==> src/rtl/alu_pkg.sv <==
// Shared opcode encodings and types for the two-stage ALU.
// Reserved codes 0010..0111 have no entry here and produce a zero result.
package alu_pkg;

    typedef logic [3:0] opcode_t;

    localparam opcode_t OP_ADD = 4'b0000;
    localparam opcode_t OP_SUB = 4'b0001;
    localparam opcode_t OP_AND = 4'b1000;
    localparam opcode_t OP_OR  = 4'b1001;
    localparam opcode_t OP_XOR = 4'b1010;
    localparam opcode_t OP_NOT = 4'b1011;
    localparam opcode_t OP_SHR = 4'b1100;
    localparam opcode_t OP_SHL = 4'b1101;
    localparam opcode_t OP_ROR = 4'b1110;
    localparam opcode_t OP_ROL = 4'b1111;

endpackage

==> src/rtl/alu_core.sv <==
// Combinational ALU datapath: result = f(opcode, ina, inb), truncated to WIDTH.
// Carries, borrows and flags are dropped.
module alu_core
    import alu_pkg::*;
#(
    parameter int unsigned WIDTH = 8
) (
    input  opcode_t            c,
    input  logic [WIDTH-1:0]   ina,
    input  logic [WIDTH-1:0]   inb,
    output logic [WIDTH-1:0]   res
);

    always_comb begin
        res = '0;
        case (c)
            OP_ADD:  res = ina + inb;
            OP_SUB:  res = ina - inb;
            OP_AND:  res = ina & inb;
            OP_OR:   res = ina | inb;
            OP_XOR:  res = ina ^ inb;
            OP_NOT:  res = ~ina;
            OP_SHR:  res = ina >> 1;
            OP_SHL:  res = ina << 1;
            OP_ROR:  res = {ina[0], ina[WIDTH-1:1]};
            OP_ROL:  res = {ina[WIDTH-2:0], ina[WIDTH-1]};
            // Reserved codes yield zero so nothing undefined reaches the output.
            default: res = '0;
        endcase
    end

endmodule

==> src/rtl/alu.sv <==
// Two-stage registered ALU: operands/opcode are registered, then the
// combinational core result is registered onto o. One operation per cycle.
module alu
    import alu_pkg::*;
#(
    parameter int unsigned WIDTH = 8
) (
    input  logic [WIDTH-1:0] a,
    input  logic [WIDTH-1:0] b,
    output logic [WIDTH-1:0] o,
    input  opcode_t          ctr,
    input  logic             ck,
    input  logic             rst
);

    logic [WIDTH-1:0] ina_q, inb_q;
    opcode_t          c_q;
    logic [WIDTH-1:0] res;
    logic [WIDTH-1:0] o_q;

    always_ff @(posedge ck) begin
        if (rst) begin
            ina_q <= '0;
            inb_q <= '0;
            c_q   <= OP_ADD;
        end else begin
            ina_q <= a;
            inb_q <= b;
            c_q   <= ctr;
        end
    end

    alu_core #(
        .WIDTH (WIDTH)
    ) u_core (
        .c   (c_q),
        .ina (ina_q),
        .inb (inb_q),
        .res (res)
    );

    // Cleared input stage decodes as 0+0, so o stays zero one edge past reset.
    always_ff @(posedge ck) begin
        if (rst) begin
            o_q <= '0;
        end else begin
            o_q <= res;
        end
    end

    assign o = o_q;

endmodule

==> config.mk <==
export PLATFORM = sky130hd
export DESIGN_NAME = alu
export DESIGN_NICKNAME = d
export VERILOG_FILES = /design/src/rtl/alu_pkg.sv /design/src/rtl/alu_core.sv /design/src/rtl/alu.sv
export SDC_FILE = /design/constraint.sdc
export NUM_CORES = 1
export LEC_CHECK = 0
export ABC_CLOCK_PERIOD_IN_PS = 2400
export BUFFER_PORTS_ARGS = -buffer_cell sky130_fd_sc_hd__buf_2
export CAP_MARGIN = 5
export CORE_MARGIN = 3
export CORE_UTILIZATION = 39
export DETAILED_ROUTE_END_ITERATION = 10
export GPL_TIMING_DRIVEN = 0
export HOLD_SLACK_MARGIN = 0.08
export PLACE_DENSITY = 0.62
export SLEW_MARGIN = 20
export SYNTH_ARGS = -nofsm -noshare
export SYNTH_HDL_FRONTEND = slang
export SYNTH_SLANG_ARGS = --single-unit
==> constraint.sdc <==
create_clock -name ck -period 2.4 [get_ports ck]
set_input_delay 0.12 -clock ck [delete_from_list [all_inputs] [get_ports ck]]
set_output_delay 0.12 -clock ck [all_outputs]
set_load 0.02 [all_outputs]
Word-level counts from Yosys, hierarchy flattened
Index checks and enable logic that the tools add are counted.
Widths: inputs -> output; s select.
- add/sub/neg operators: 2
- equality and inequality tests: 9
- multiplexer cells: 1
- bitwise operators: 4
- reductions and logical operators: 1
- operators by type and width (cell ; number):
    $pmux 8 s10 ; 1
    $eq 4x4->1 const B ; 8
    $add 8x8->8 ; 1
    $and 8x8->8 ; 1
    $not 8->8 ; 1
    $or 8x8->8 ; 1
    $sub 8x8->8 ; 1
    $xor 8x8->8 ; 1
    $eq 4x1->1 const B ; 1
    $logic_not 4->1 ; 1
- flip-flop bits (word level): 28
- word-level logic and storage cells: 21

Longest topological paths before layout
- depth in word-level cells: 2
- depth in mapped cells: 10
- mapped depth without buffers: 10

Cells and area by module
Synthesis repeated with hierarchy kept, for this count alone.
- cell total of the unflattened synthesis: 213
- area, all modules: 2011.9 µm²
- by module, submodules not included (module ; times used ; cells an instance ; area an instance (µm²) ; seq. area each (µm²)):
    alu_core ; 1 ; 155 ; 1233.7 ; 0.0
    alu ; 1 ; 58 ; 778.2 ; 560.5

Least setup slack after synthesis
Ideal clock, no wire load.
- path kind: register -> register
- start: register c_q[2]
- end: register o_q[7] (netlist: o[7])
- library setup time: 95 ps
- arrival: 2556 ps
- setup slack: -252 ps
- cell stages (with the launch flop): 11
- clock period less this slack: 2652 ps
- cell sequence: dfxtp_1 -> buf_2 -> nor4b_4 -> mux2_2 -> inv_1 -> ha_1 -> nor2b_1 -> o31ai_1 -> a31oi_1 -> or4b_1 -> o311ai_1
- word-level cells in the longest chain between the ends: 2
- elaborated cells between the ends (all ways): 11
- those cells by class: eq/ne: 9; mux: 1; reduce/logical: 1
- ends and longest elaborated chain (what ; line ; text):
    start: declaration ; alu.sv:17 ; opcode_t c_q;
    start signal: assignment ; alu.sv:29 ; c_q <= ctr;
    $eq 4x4->1, or another cell as far along ; alu_core.sv:16 ; case (c)
    $pmux 8 s10 * ; alu_core.sv:16 ;
    end signal: assignment ; alu.sv:47 ; o_q <= res;
    end: declaration ; alu.sv:19 ; logic [WIDTH-1:0] o_q;
Mark *: on every way between the ends. The rest lies on a longest branch, timed or not.
A chain may end at the register's enable or synchronous reset.

Final worst setup path
- start: register c_q[1]
- end: register o_q[7] (netlist: o[7])
Same word-level chain as after synthesis.

==> results_dict.tcl <==
set metrics [dict create \
    status "finished, violations left" \
    violations "negative setup slack" \
    final_net_count 323 \
    clk_latency_ps 270 \
    seq_power_share_pct 41.8 \
    max-cap-violations 0 \
    leakagePower_uw 0.00113 \
    cp.arrival_ps 2820 \
    required_ps 2590 \
    routed_wl_um 4750 \
    pin_count 30 \
    p_clk_share_pct 23.5 \
    fin_crit_sh_pct 110 \
    clk_pin_slew_ps 100 \
    final_antenna_net_count 0 \
    numCtsBuffers 3 \
    fin_crit_ps 2630 \
    dpl.hpwl_um 3330 \
    crit_type "reg -> reg" \
    ys.flop_type "dfxtp_1" \
    drc 0 \
    worstMarginPinSlew_ps 547 \
    dr.pass1.iters 4 \
    grt_use_total_pct 16.7 \
    fin_util_pct 54.7 \
    startpoint_type "flop" \
    cts_buffer_depth 2 \
    die_area_sq_mm 0.00590 \
    antenna_found_initial 0 \
    drt_iter0_markers 89 \
    internal-power_uw 874 \
    area_growth_syn_to_layout_pct 33.9 \
    final-hold-violation-count 0 \
    grt_pass1_vias 1737 \
    viasPerCell 4.96 \
    diodes 0 \
    initial_utilization_pct 40.8 \
    fill_cells 404 \
    p_sw_uw 384 \
    drive_gt1_share_pct 29.1 \
    grt_pass1_wl_um 7930 \
    async_reset_ff_share_pct 0 \
    synth_edf_count 0 \
    synth.avg_cell_area_sq_um 9.31 \
    total_power_uw 1260 \
    cts-root-buf "clkbuf_8" \
    maxSlewHeadroom_pct 63.5 \
    die_width_um 76.8 \
    gp_congestion 0.835 \
    rsz0062_at_grt "yes" \
    io_buffer_count 29 \
    num_vias 1697 \
    crit_path_max_fanout 2 \
    slew_violations 0 \
    crit_path_end_kind "flop" \
    die_h_um 76.8 \
    hold_class "in -> reg" \
    comb_power_share_pct 34.7 \
    yosysWarnings 0 \
    fmax_mhz 380 \
    peakVddDrop_uv 236 \
    fin_skew_ps 3.07 \
    grt_overflow 0 \
    p_sw_share_pct 30.5 \
    coreArea_sq_mm 0.00479 \
    h-tree-depth 1 \
    synth_area_sq_mm 0.00195 \
    synth_cell_type_count 43 \
    cts_tree "yes" \
    yosysSeqAreaShare_pct 28.7 \
    setup_violations 6 \
    ys_seq_elements 28 \
    syn_inst 210 \
    powerDensity_mw_per_mm2 481 \
    cts.sinks 28 \
    wire_per_inst_um 13.9 \
    syn_nets 257 \
    grt_max_degree 16 \
    num_rows 25 \
    setup_slack_ps -235 \
]
[metal layers]
metal / global-route usage (%) / share of wire (%) / vias up
met1: 19.8 / 45 / 776
met4: 6.34 / 2.8 / 0
li1: - / - / 861
met5: 0 / 0 / -
met3: 2.23 / 3.6 / 13
met2: 30.4 / 48 / 47
[cell type report]
cell class / instances / area, sq um / share of cell area (%)
flip-flops and latches: 28 / 571 / 21.8
multi-input cells: 148 / 1320 / 50.6
clock buffers: 4 / 55.1 / 2.10
inverters: 22 / 82.6 / 3.16
plain buffers: 11 / 58.8 / 2.25
repair buffers: 62 / 443 / 16.9
well taps: 67 / 83.8 / 3.20
[stage by stage]
stage                     cell area (sq um)  setup TNS (ps)  hold WS, ps  cells  worst slack, ps
after global routing                   2620           -1530          219    342             -306
after global placement                 2220           -1270          327    306             -447
after floorplan                        1990            -158          248    210             -109
after detailed placement               2220           -1390          332    306             -443
after CTS                              2560            -828          207    337             -241
final                                  2620            -915          214    342             -235
[worst max-delay path, stage by stage, from the launching register on]
cell      delay, ps
dfxtp_4         370
nor4b_4         310
buf_4           160
mux2_4          300
inv_2            70
ha_4            180
nor2b_4         130
o31ai_4         290
a31oi_2         140
or4b_1          500
o311ai_1        100
[path summary, 6_finish.rpt]
path | endpoint | cells past startpoint | slack, ps | start
hold / removal | o[6]$_SDFF_PP0_ | 3 | 210 | rst
setup / recovery | o[7]$_SDFF_PP0_ | 10 | -230 | c_q[1]$_SDFF_PP0_
hold reg to reg | o[1]$_SDFF_PP0_ | 4 | 670 | ina_q[0]$_SDFF_PP0_
setup reg to reg | o[7]$_SDFF_PP0_ | 10 | -230 | c_q[1]$_SDFF_PP0_
[cells in the mapped netlist (all sizes together), types with 2 or more instances]
| library cell | number | share of area (%) |
|---|---|---|
| nor3 | 3 | 1.0 |
| clkbuf | 7 | 1.3 |
| a21oi | 10 | 2.6 |
| nand2 | 9 | 1.7 |
| inv | 22 | 4.2 |
| o311ai | 2 | 1.3 |
| a211o | 2 | 0.90 |
| buf | 5 | 1.9 |
| nor2b | 23 | 7.4 |
| mux4 | 5 | 5.8 |
| xnor2 | 7 | 3.1 |
| a211oi | 3 | 1.2 |
| nor2 | 9 | 1.7 |
| ha | 24 | 15 |
| o21a | 3 | 1.2 |
| mux2i | 6 | 3.1 |
| a31oi | 4 | 1.3 |
| o21ai | 9 | 2.3 |
| dfxtp | 28 | 29 |
| o211ai | 4 | 1.5 |
| or4b | 3 | 1.7 |
| nor4 | 2 | 0.64 |
| mux2 | 5 | 2.9 |
[cell usage in the layout (no fill, tap or decap), drive strengths merged, types with 2 or more instances in the layout]
master | Yosys | routed
a31oi | 4 | 4
a211o | 2 | 2
ha | 24 | 24
dlygate4sd3 | 0 | 20
mux2i | 6 | 6
nor2 | 9 | 9
mux2 | 5 | 5
nor4 | 2 | 2
buf | 5 | 46
clkbuf | 7 | 11
a21oi | 10 | 10
mux4 | 5 | 5
a211oi | 3 | 3
nor3 | 3 | 3
nor2b | 23 | 23
inv | 22 | 22
dfxtp | 28 | 28
o211ai | 4 | 4
nand2 | 9 | 9
o21a | 3 | 3
o21ai | 9 | 9
or4b | 3 | 3
xnor2 | 7 | 7
o311ai | 2 | 2
[power by group through the flow]
stage               clock [uW]  combinational, uW  sequential (uW)
floorplan                    0                243              548
global placement             0                340              535
detailed placement           0                345              535
CTS                        306                406              524
global route               326                479              531
finish                     296                436              526
[flip-flops by register name (all words and copies together) (netlist names)]
| register | cells |
|---|---|
| ina_q | 8 |
| inb_q | 8 |
| o | 8 |
| c_q | 4 |
[cells by family after synthesis]
family,after synthesis,synth area share (%)
AND/OR/NAND/NOR,57,17.9
AO/OA/AOI/OAI,43,14.7
buffers and inverters,34,7.49
flip-flops,28,28.7
adder cells (fa/ha/maj),25,16.4
multiplexers,16,11.7
XOR/XNOR,7,3.14
[repair_timing]
item	in CTS	in global routing
hold buffers	20	0
pin swaps	10	14
hold endpoints to repair	20	0
endpoints found under the setup margin	6	6
gates resized for setup	10	11
setup buffers	7	6
Power figures use the tool's default switching activity.
